==> src/rtl/noc_pkg.sv <==
// Shared NoC definitions: direction codes, coordinate width and packet field offsets.
package noc_pkg;

  typedef enum logic [2:0] {
    CIMA     = 3'b000,
    BAIXO    = 3'b001,
    ESQUERDA = 3'b010,
    DIREITA  = 3'b011,
    LOCAL    = 3'b100,
    INVALIDO = 3'b111
  } direcao_t;

  localparam int unsigned LARGURA_COORD = 2;

  // Packet layout, MSB first: pronto, x_destino, y_destino, payload.
  function automatic int unsigned bit_pronto(input int unsigned largura_dados);
    return largura_dados + 4;
  endfunction

  function automatic int unsigned bit_x_msb(input int unsigned largura_dados);
    return largura_dados + 3;
  endfunction

  function automatic int unsigned bit_y_msb(input int unsigned largura_dados);
    return largura_dados + 1;
  endfunction

endpackage

==> src/rtl/memoria_fila.sv <==
// Packet storage for fila_entrada: synchronous write port, asynchronous read port.
module memoria_fila #(
  parameter int unsigned PROFUNDIDADE = 4,
  parameter int unsigned LARGURA      = 13,
  localparam int unsigned LARGURA_PTR = $clog2(PROFUNDIDADE)
) (
  input  logic                   clk,
  input  logic                   escreve,
  input  logic [LARGURA_PTR-1:0] end_escrita,
  input  logic [LARGURA-1:0]     dado_escrita,
  input  logic [LARGURA_PTR-1:0] end_leitura,
  output logic [LARGURA-1:0]     dado_leitura
);

  logic [LARGURA-1:0] mem_q [PROFUNDIDADE];

  always_ff @(posedge clk) begin
    if (escreve) begin
      mem_q[end_escrita] <= dado_escrita;
    end
  end

  assign dado_leitura = mem_q[end_leitura];

endmodule

==> src/rtl/fila_entrada.sv <==
// Per-port input FIFO of the XY-mesh router; first-word fall-through head for direcao_xy.
// Optional drop counter on port descartes when FILA_CONTA_DESCARTE_EN is defined.
module fila_entrada
  import noc_pkg::*;
#(
  parameter int unsigned LARGURA_DADOS  = 8,
  parameter int unsigned PROFUNDIDADE   = 4,
  localparam int unsigned LARGURA_PACOTE = LARGURA_DADOS + 5,
  localparam int unsigned LARGURA_PTR    = $clog2(PROFUNDIDADE),
  localparam int unsigned LARGURA_OCUP   = $clog2(PROFUNDIDADE) + 1
) (
  input  logic                      clk,
  input  logic                      rst,
  input  logic [LARGURA_PACOTE-1:0] pacote_in,
  input  logic                      valido_in,
  output logic                      aceita,
  input  logic                      le,
  output logic [LARGURA_COORD-1:0]  x_destino,
  output logic [LARGURA_COORD-1:0]  y_destino,
  output logic                      pronto,
  output logic [LARGURA_DADOS-1:0]  dados,
  output logic                      empty,
  output logic                      full,
`ifdef FILA_CONTA_DESCARTE_EN
  output logic [7:0]                descartes,
`endif
  output logic [LARGURA_OCUP-1:0]   ocupacao
);

  localparam int unsigned BIT_PRONTO = bit_pronto(LARGURA_DADOS);
  localparam int unsigned BIT_X_MSB  = bit_x_msb(LARGURA_DADOS);
  localparam int unsigned BIT_Y_MSB  = bit_y_msb(LARGURA_DADOS);

  logic [LARGURA_PTR-1:0]    wr_ptr_q, wr_ptr_d;
  logic [LARGURA_PTR-1:0]    rd_ptr_q, rd_ptr_d;
  logic [LARGURA_OCUP-1:0]   ocup_q, ocup_d;
  logic                      empty_q, full_q;
  logic                      escreve, retira;
  logic [LARGURA_PACOTE-1:0] pacote_cabeca;

  // A full FIFO still accepts when the head leaves in the same cycle.
  assign aceita  = !rst && (!full_q || le);
  assign escreve = valido_in && aceita;
  assign retira  = le && !empty_q;

  always_comb begin
    wr_ptr_d = wr_ptr_q;
    rd_ptr_d = rd_ptr_q;
    ocup_d   = ocup_q;
    if (escreve) begin
      wr_ptr_d = wr_ptr_q + LARGURA_PTR'(1);
    end
    if (retira) begin
      rd_ptr_d = rd_ptr_q + LARGURA_PTR'(1);
    end
    if (escreve && !retira) begin
      ocup_d = ocup_q + LARGURA_OCUP'(1);
    end else if (retira && !escreve) begin
      ocup_d = ocup_q - LARGURA_OCUP'(1);
    end
  end

  always_ff @(posedge clk) begin
    if (rst) begin
      wr_ptr_q <= '0;
      rd_ptr_q <= '0;
      ocup_q   <= '0;
      empty_q  <= 1'b1;
      full_q   <= 1'b0;
    end else begin
      wr_ptr_q <= wr_ptr_d;
      rd_ptr_q <= rd_ptr_d;
      ocup_q   <= ocup_d;
      empty_q  <= (ocup_d == '0);
      full_q   <= (ocup_d == LARGURA_OCUP'(PROFUNDIDADE));
    end
  end

  memoria_fila #(
    .PROFUNDIDADE (PROFUNDIDADE),
    .LARGURA      (LARGURA_PACOTE)
  ) u_memoria (
    .clk          (clk),
    .escreve      (escreve),
    .end_escrita  (wr_ptr_q),
    .dado_escrita (pacote_in),
    .end_leitura  (rd_ptr_q),
    .dado_leitura (pacote_cabeca)
  );

  // Zeroed head while empty so direcao_xy sees a clean idle pattern.
  always_comb begin
    x_destino = '0;
    y_destino = '0;
    pronto    = 1'b0;
    dados     = '0;
    if (!empty_q) begin
      pronto    = pacote_cabeca[BIT_PRONTO];
      x_destino = pacote_cabeca[BIT_X_MSB -: LARGURA_COORD];
      y_destino = pacote_cabeca[BIT_Y_MSB -: LARGURA_COORD];
      dados     = pacote_cabeca[LARGURA_DADOS-1:0];
    end
  end

  assign empty    = empty_q;
  assign full     = full_q;
  assign ocupacao = ocup_q;

`ifdef FILA_CONTA_DESCARTE_EN
  logic [7:0] descartes_q;

  always_ff @(posedge clk) begin
    if (rst) begin
      descartes_q <= '0;
    end else if (valido_in && !aceita && (descartes_q != 8'hFF)) begin
      descartes_q <= descartes_q + 8'd1;
    end
  end

  assign descartes = descartes_q;
`endif

endmodule

==> config.mk <==
export PLATFORM = sky130hd
export DESIGN_NAME = fila_entrada
export DESIGN_NICKNAME = d
export VERILOG_FILES = /design/src/rtl/noc_pkg.sv /design/src/rtl/memoria_fila.sv /design/src/rtl/fila_entrada.sv
export SDC_FILE = /design/constraint.sdc
export NUM_CORES = 1
export LEC_CHECK = 0
export ABC_AREA = 1
export ABC_CLOCK_PERIOD_IN_PS = 1600
export CAP_MARGIN = 20
export CORE_ASPECT_RATIO = 1.1
export CORE_MARGIN = 4
export CORE_UTILIZATION = 48
export CTS_CLUSTER_DIAMETER = 80
export DETAILED_ROUTE_END_ITERATION = 6
export PLACE_DENSITY = 0.74
export SETUP_SLACK_MARGIN = 0.1
export SLEW_MARGIN = 15
export SYNTH_ARGS = -nofsm -noshare
export SYNTH_HDL_FRONTEND = slang
export SYNTH_SLANG_ARGS = --single-unit
==> constraint.sdc <==
create_clock -name clk -period 1.6 [get_ports clk]
set_input_delay 0.24 -clock clk [delete_from_list [all_inputs] [get_ports clk]]
set_output_delay 0.24 -clock clk [all_outputs]
set_load 0.05 [all_outputs]
==> results of run 1 <==
final timing paths:
kind / depth (start not counted) / endpoint / slack [ps]
setup / recovery: 7 / x_destino[1] / -200
hold / removal: 1 / register / 490
hold reg to reg: 1 / register / 490
setup reg to reg: 5 / u_memoria.mem_q[2][5] / 330
flip-flops by register name (all words and copies together) (netlist names), named ones only:
name and count:
u_memoria.mem_q 52, ocupacao 3, rd_ptr_q 2, wr_ptr_q 2
empty 1, full 1
cells in the final DEF, fill, tap and decap left out, drive strengths merged:
master         synthesis  final
edfxtp                52     52
a21boi                 1      1
ha                     6      6
clkdlybuf4s50          0     16
nand4                  1      1
nand2                 22     22
nand3                  4      4
inv                   21     20
dfxtp                 11     11
clkbuf                 4     13
xor2                   2      2
o21ai                 29     29
clkinv                 0      3
a21oi                 18     18
clkinvlp               0      2
nor2                  62     62
buf                    5     51
where the power goes:
group | total, mW | switching [mW] | leakage, nW | internal (mW)
logic | 2.22 | 1.35 | 0.792 | 0.872
registers | 1.96 | 0.0857 | 0.565 | 1.88
clock network | 1.14 | 0.550 | 0.0825 | 0.593
total | 5.33 | 1.99 | 1.44 | 3.34
kinds of logic (layout without fill, tap and decap cells):
family          after synthesis  in the layout  synth area share
xor+xnor                      2              2           0.00672
fa+ha+maj                     6              6            0.0288
simple gates                 89             89             0.140
compound gates               48             48            0.0931
flops                        63             63             0.683
buf+inv                      30            105            0.0480
per-layer routing:
layer  vias up  global-route usage
met1       923               0.227
met2        43               0.357
met4         0              0.0986
met3         8              0.0340
met5         -                   0
li1        948                   -
metrics by stage:
| step | setup WS [ps] | std cells | total power [mW] | utilization | instance area (um2) |
|---|---|---|---|---|---|
| floorplan | -36.6 | 238 | 3.26 | - | 2770 |
| detailed placement | -140 | 363 | 3.91 | 0.659 | 3380 |
| finish | -199 | 385 | 5.33 | 0.740 | 3800 |
| global placement | -98.0 | 363 | 3.88 | 0.659 | 3380 |
| CTS | -192 | 385 | 5.29 | 0.728 | 3740 |
| global route | -265 | 385 | 5.61 | 0.740 | 3800 |
what timing repair did:
item / 4_1_cts / 5_1_grt
pin swaps: 1 / 17
setup buffers: 3 / 1
gates cloned: 3 / 0
hold buffers: 0 / 0
hold endpoints to repair: 0 / 0
endpoints found under the setup margin: 13 / 16
gates resized for setup: 51 / 24
cell type report:
class / count / area (um2)
tap: 72 / 90.1
timing repair inverter: 1 / 7.51
clock inverter: 3 / 12.5
clock buffer: 13 / 149
multi-input combinational: 145 / 948
fill: 351 / 1330
sequential: 63 / 1790
inverter: 21 / 82.6
timing repair buffer: 67 / 719
==> results.toml, run 1 <==
[synth]
syn_area_um2 = 2610
synthTopCellsByCount = "nor2_1, edfxtp_1, o21ai_0"
syn_inst = 238
yosysTopAreaCell = "edfxtp_1"
syn-num-nets = 261
synth_top_area_frac = 0.599
yosys_warnings = 0
synth-seq-area-share = 0.683
yosysUniqueCellTypes = 18
avgSynthCellArea_um2 = 11.0
synth_top_cells_by_area = "edfxtp_1, nor2_1, dfxtp_1"
synth-edff-count = 52
synth_seq_cells = 63
synth_top_flop_cell = "edfxtp_1"
synthArstFlopShare = 0
synth_most_common_cell = "nor2_1"

[final_layout]
layout-drive-gt1-share = 0.377
fin_nets = 331
antenna_cells = 0
area_delta_synth_final_pct = 45.8

[worst_setup_path]
slowest_stage = "dfxtp_4"
crit_type = "register to output port"
critPathMaxStageDelay_ps = 410
path_cells = "buf_12, nor2_1, nor2_2, o21ai_1, buf_4, a21oi_4, buf_6"
path_buf_inv = 3
cp-end-kind = "output port"
worstPathArrival_ps = 1560
crit_fanout = 11
r2r_start = "wr_ptr_q[0]"
start_kind = "register"
worst_ep_required_time_ps = 1360
critPathTopFamily = "buffers and inverters"

[sta]
skew_ps = 13.0
period_share = 1.12
slew_headroom = 0.813
finalHoldViolations = 0
final-max-slew-violation-count = 0
tns_ps = -2140
clock.fmax_mhz = 556
holdWs_ps = 485
tightestPinTransition_ps = 279
worst_slack_ps = -199
setup_viol = 13
rsz0062_at_grt = "true"
period_minus_slack_ps = 1800

[global_route]
grt_pass1_wl_um = 9890
grt_start_max_net_pins = 22
first_global_vias = 2039
grt_usage = 0.199
grt_overflow = 0
antenna_found_initial = 0

[clock_network]
cts_tree = "yes"
clkLatencyLatePin_ps = 330
clock_path_buffers = 2
clkTransAtPathRegs_ps = 60
clkSinkCount = 63
numCtsBuffers = 9
htreeDepth = 3
cts-root-buf = "clkbuf_8"

[flow_run]
cap_violations = 0

[die]
rows = 27
initial_core_util = 0.508
dieArea_um2 = 6680
core_um2 = 5130
dieWidth_um = 78.3
pin_count = 36
die_h_um = 85.3

[routing]
wl_per_cell_um = 15.5
first_pass_iters = 4
drt-total-wl_um = 5970
vias = 1922
drtIter0Drc = 110
drt-vias-per-instance = 4.99
met2_wirelength_um = 3280
ant_nets = 0
top_layer = "met4"
drc = 0
routed-wl-met3_um = 222
wl_met1_um = 2380

[placement]
dp_hpwl_um = 3700
port_buffers = 35
routabilityCongestion = 0.787

[power_and_ir_drop]
pwr_density_cell_nw_per_um2 = 1400
power.leakage_nw = 1.44
vdd_drop_max_v = 0.00116

[hold_path]
hp-start = "rd_ptr_q[0]"
hp-class = "register to register"

[run_status]
violations = "negative setup slack"
outcome = "finished, violations left"
Note: power is estimated with default switching activity, not from simulation.
==> run 2: changes to the inputs <==
- RECOVER_POWER: default -> 25
==> results.toml, run 2 (synthesis results as in run 1) <==
[run_status]
outcome = "finished, violations left"
violations = "negative setup slack"

[worst_setup_path]
worstPathArrival_ps = 1560
reg2reg_slack_ps = 330
critPathMaxStageDelay_ps = 410
cp-end-kind = "output port"
slowest_stage = "dfxtp_4"
worst_ep_required_time_ps = 1360
crit_fanout = 11
path_cells = "buf_12, nor2_1, nor2_2, o21ai_1, buf_4, a21oi_4, buf_6"
start_kind = "register"
crit_type = "register to output port"

[global_route]
grt_overflow = 0
first_global_vias = 2039
grt_start_max_net_pins = 22
grt_usage = 0.199
grt_pass1_wl_um = 9890
antenna_found_initial = 0

[sta]
finalHoldViolations = 0
skew_ps = 13.0
tightestPinTransition_ps = 279
setup_viol = 13
rsz0062_at_grt = "true"
tns_ps = -2130
worst_slack_ps = -199
holdWs_ps = 485
clock.fmax_mhz = 556
slew_headroom = 0.813
final-max-slew-violation-count = 0
period_minus_slack_ps = 1800
period_share = 1.12

[die]
die_h_um = 85.3
core_um2 = 5130
dieArea_um2 = 6680
pin_count = 36
rows = 27
dieWidth_um = 78.3
initial_core_util = 0.508

[hold_path]
hp-class = "register to register"

[power_and_ir_drop]
power_mw = 5.33
power.leakage_nw = 1.44
p_sw_frac = 0.373
p_clk_frac = 0.215
combPwrFrac = 0.417
seqPwrFrac = 0.369
p_switching_mw = 1.99
pwr_density_cell_nw_per_um2 = 1400
intPower_mw = 3.34
vdd_drop_max_v = 0.00116

[final_layout]
largest_reg_flops = 52
final.fill_count = 351
final_cell_mix = "edfxtp_1, nor2_1, buf_4"
final_cell_count_no_fill = 385
largest-register = "u_memoria.mem_q"
fin_nets = 331
layout-drive-gt1-share = 0.377
antenna_cells = 0
area_delta_synth_final_pct = 45.8
layout_commonest_cell = "edfxtp_1"

[placement]
port_buffers = 35
post-place-ws_ps = -140
routabilityCongestion = 0.787
placedCellCount = 363
dp_hpwl_um = 3700

[clock_network]
clkLatencyLatePin_ps = 330
htreeDepth = 3
cts_tree = "yes"
clock_path_buffers = 2
numCtsBuffers = 9
clkTransAtPathRegs_ps = 60
cts-root-buf = "clkbuf_8"
clkSinkCount = 63

[routing]
drc = 0
first_pass_iters = 4
drt-vias-per-instance = 5.00
wl_per_cell_um = 15.5
drt-total-wl_um = 5970
drtIter0Drc = 109
vias = 1924
ant_nets = 0

[flow_run]
cap_violations = 0
run 2: area by class of cell:
cell class / instances / area (um2) / area share
timing repair inverter: 1 / 7.51 / 0.00197
clock inverter: 3 / 12.5 / 0.00329
sequential: 63 / 1790 / 0.472
tap: 72 / 90.1 / 0.0237
clock buffer: 13 / 149 / 0.0392
timing repair buffer: 67 / 719 / 0.189
multi-input combinational: 145 / 948 / 0.249
inverter: 21 / 82.6 / 0.0217
run 2: metrics by stage:
step / utilization / cell area [um2]
2_1_floorplan: - / 2770
3_3_place_gp: 0.659 / 3380
3_5_place_dp: 0.659 / 3380
4_1_cts: 0.728 / 3740
5_1_grt: 0.740 / 3800
6_report: 0.740 / 3800
run 2: power groups by stage:
| stage | Combinational [mW] | Sequential, mW | Clock [mW] |
|---|---|---|---|
| 3_5_place_dp | 1.94 | 1.98 | 0 |
| 6_report | 2.22 | 1.96 | 1.14 |
| 4_1_cts | 2.19 | 1.96 | 1.15 |
| 2_1_floorplan | 1.15 | 2.12 | 0 |
| 3_3_place_gp | 1.90 | 1.98 | 0 |
| 5_1_grt | 2.38 | 1.97 | 1.25 |
run 2: worst paths after layout:
kind	from	to	cells after the start
min reg2reg	rd_ptr_q[0]	register	1
min	rd_ptr_q[0]	register	1
max reg2reg	full	u_memoria.mem_q[3][4]	4
max	register	x_destino[1]	7
run 2: critical path, delay by kind of cell (launching register included):
| family | cells | cell delay, ps |
|---|---|---|
| buf+inv | 3 | 460 |
| compound gates | 2 | 190 |
| flops | 1 | 410 |
| simple gates | 2 | 170 |
run 2: per-layer routing:
layer	share of wire	vias to the layer above	wire length [um]	GRT usage
li1	-	948	-	-
met1	0.40	923	2380	0.227
met2	0.55	45	3280	0.357
met3	0.037	8	223	0.0340
met4	0.014	0	83	0.0986
met5	0	-	0	0
run 2: what timing repair did:
action | in CTS | in global routing
cloned | 3 | 0
resized for setup | 51 | 24
hold buffers | 0 | 0
buffers inserted | 3 | 1
pin swaps | 1 | 17
setup endpoints to repair | 13 | 16
==> run 3: changes to the inputs <==
- ABC_AREA: 1 -> 0
==> results.toml, run 3 <==
[final_layout]
final_cell_count_no_fill = 268
largest-register = "u_memoria.mem_q"
antenna_cells = 0
post-route-util = 0.691
fin_nets = 229
design_area_um2 = 3500
largest_reg_flops = 52
layout_commonest_cell = "edfxtp_1"
area_delta_synth_final_pct = 37.5
final_cell_mix = "edfxtp_1, buf_6, buf_4"
layout-drive-gt1-share = 0.452

[synth]
yosys_warnings = 0
syn_inst = 143
synth_most_common_cell = "edfxtp_1"
syn-num-nets = 166
avgSynthCellArea_um2 = 17.8
synth-edff-count = 52
synth_top_flop_cell = "edfxtp_1"
yosysTopAreaCell = "edfxtp_1"
synth_top_cells_by_area = "edfxtp_1, mux4_2, dfxtp_1"
synth_top_area_frac = 0.613
synth_seq_cells = 63
synth-seq-area-share = 0.699
synthTopCellsByCount = "edfxtp_1, mux4_2, nor2b_1"
yosysUniqueCellTypes = 29
syn_area_um2 = 2550
synthArstFlopShare = 0

[clock_network]
numCtsBuffers = 9
clkSinkCount = 63
clkLatencyLatePin_ps = 330
clock_path_buffers = 2
hold_buffers = 0
clkTransAtPathRegs_ps = 60
cts_tree = "yes"
htreeDepth = 3
cts-root-buf = "clkbuf_8"

[power_and_ir_drop]
power_mw = 5.16
vdd_drop_max_v = 0.00104
power.leakage_nw = 1.27
pwr_density_cell_nw_per_um2 = 1470

[hold_path]
whs_path_depth = 2
hp-class = "register to register"

[global_route]
grt_usage = 0.172
antenna_found_initial = 0
grt_start_max_net_pins = 16
grt_overflow = 0
first_global_vias = 1511
grt_pass1_wl_um = 8050

[worst_setup_path]
crit_fanout = 3
reg2reg_depth = 5
crit_type = "register to output port"
cp-end-kind = "output port"
start_kind = "register"
worstPathArrival_ps = 1660
reg2reg_slack_ps = -50
worst_ep_required_time_ps = 1360

[routing]
vias = 1471
drt-total-wl_um = 5240
wl_per_cell_um = 19.6
drc = 0
drtIter0Drc = 71
first_pass_iters = 4
drt-vias-per-instance = 5.49
ant_nets = 0

[die]
dieArea_um2 = 6540
die_h_um = 84.4
core_um2 = 5070
initial_core_util = 0.503
pin_count = 36
rows = 27
dieWidth_um = 77.5

[sta]
setup_viol = 15
tightestPinTransition_ps = 253
worst_slack_ps = -303
slew_headroom = 0.829
period_share = 1.19
holdWs_ps = 543
skew_ps = 5.97
tns_ps = -3760
finalHoldViolations = 0
period_minus_slack_ps = 1900
final-max-slew-violation-count = 0
clock.fmax_mhz = 525
rsz0062_at_grt = "true"

[placement]
routabilityCongestion = 0.795
port_buffers = 35
dp_hpwl_um = 3170
place_area_um2 = 3130
placedCellCount = 242
post-place-ws_ps = -411

[run_status]
violations = "negative setup slack"
outcome = "finished, violations left"

[flow_run]
cap_violations = 0
-- run 3: cells by family after synthesis --
family                   after synthesis  synth area share
AND/OR/NAND/NOR                       40            0.0958
buffers and inverters                 10            0.0196
multiplexers                          15             0.125
adder cells (fa/ha/maj)                6            0.0295
XOR/XNOR                               5            0.0172
flip-flops                            63             0.699
AO/OA/AOI/OAI                          4            0.0133
-- run 3: final timing paths --
path                                    end        start
worst max register to register        empty         full
worst min register to register  ocupacao[1]  ocupacao[1]
worst min-delay path            ocupacao[1]  ocupacao[1]
worst max-delay path                 pronto     register
-- run 3: cell type report --
type                       count  area, um2
fill                         338       1570
tap                           58       72.6
multi-input combinational     74        875
inverter                       4       15.0
clock inverter                 5       27.5
timing repair buffer          54        589
sequential                    63       1800
clock buffer                  10        128
-- run 3: timing repair --
item | in CTS | in global routing
gates cloned | 5 | 0
pin swaps | 5 | 0
setup buffers | 0 | 6
hold endpoints to repair | 0 | 0
resized for setup | 25 | 8
endpoints found under the setup margin | 70 | 69
-- run 3: worst max-delay path: stages, from the launching register on --
cell	delay [ps]
dfxtp_4	400
buf_6	130
mux4_2	480
and2b_1	180
buf_6	150
-- run 3: report_power, final --
group	switching (mW)	total (mW)	internal, mW	leakage (nW)
combinational	1.11	2.06	0.948	0.630
clock	0.567	1.11	0.539	0.0732
sequential	0.0983	2.00	1.90	0.565
total	1.77	5.16	3.39	1.27
-- run 3: layer usage --
metal | up-vias | wire length (um) | global-route usage
li1 | 671 | - | -
met1 | 749 | 2080 | 0.184
met2 | 41 | 2860 | 0.303
met3 | 10 | 231 | 0.0569
met4 | 0 | 78 | 0.0874
met5 | - | 0 | 0
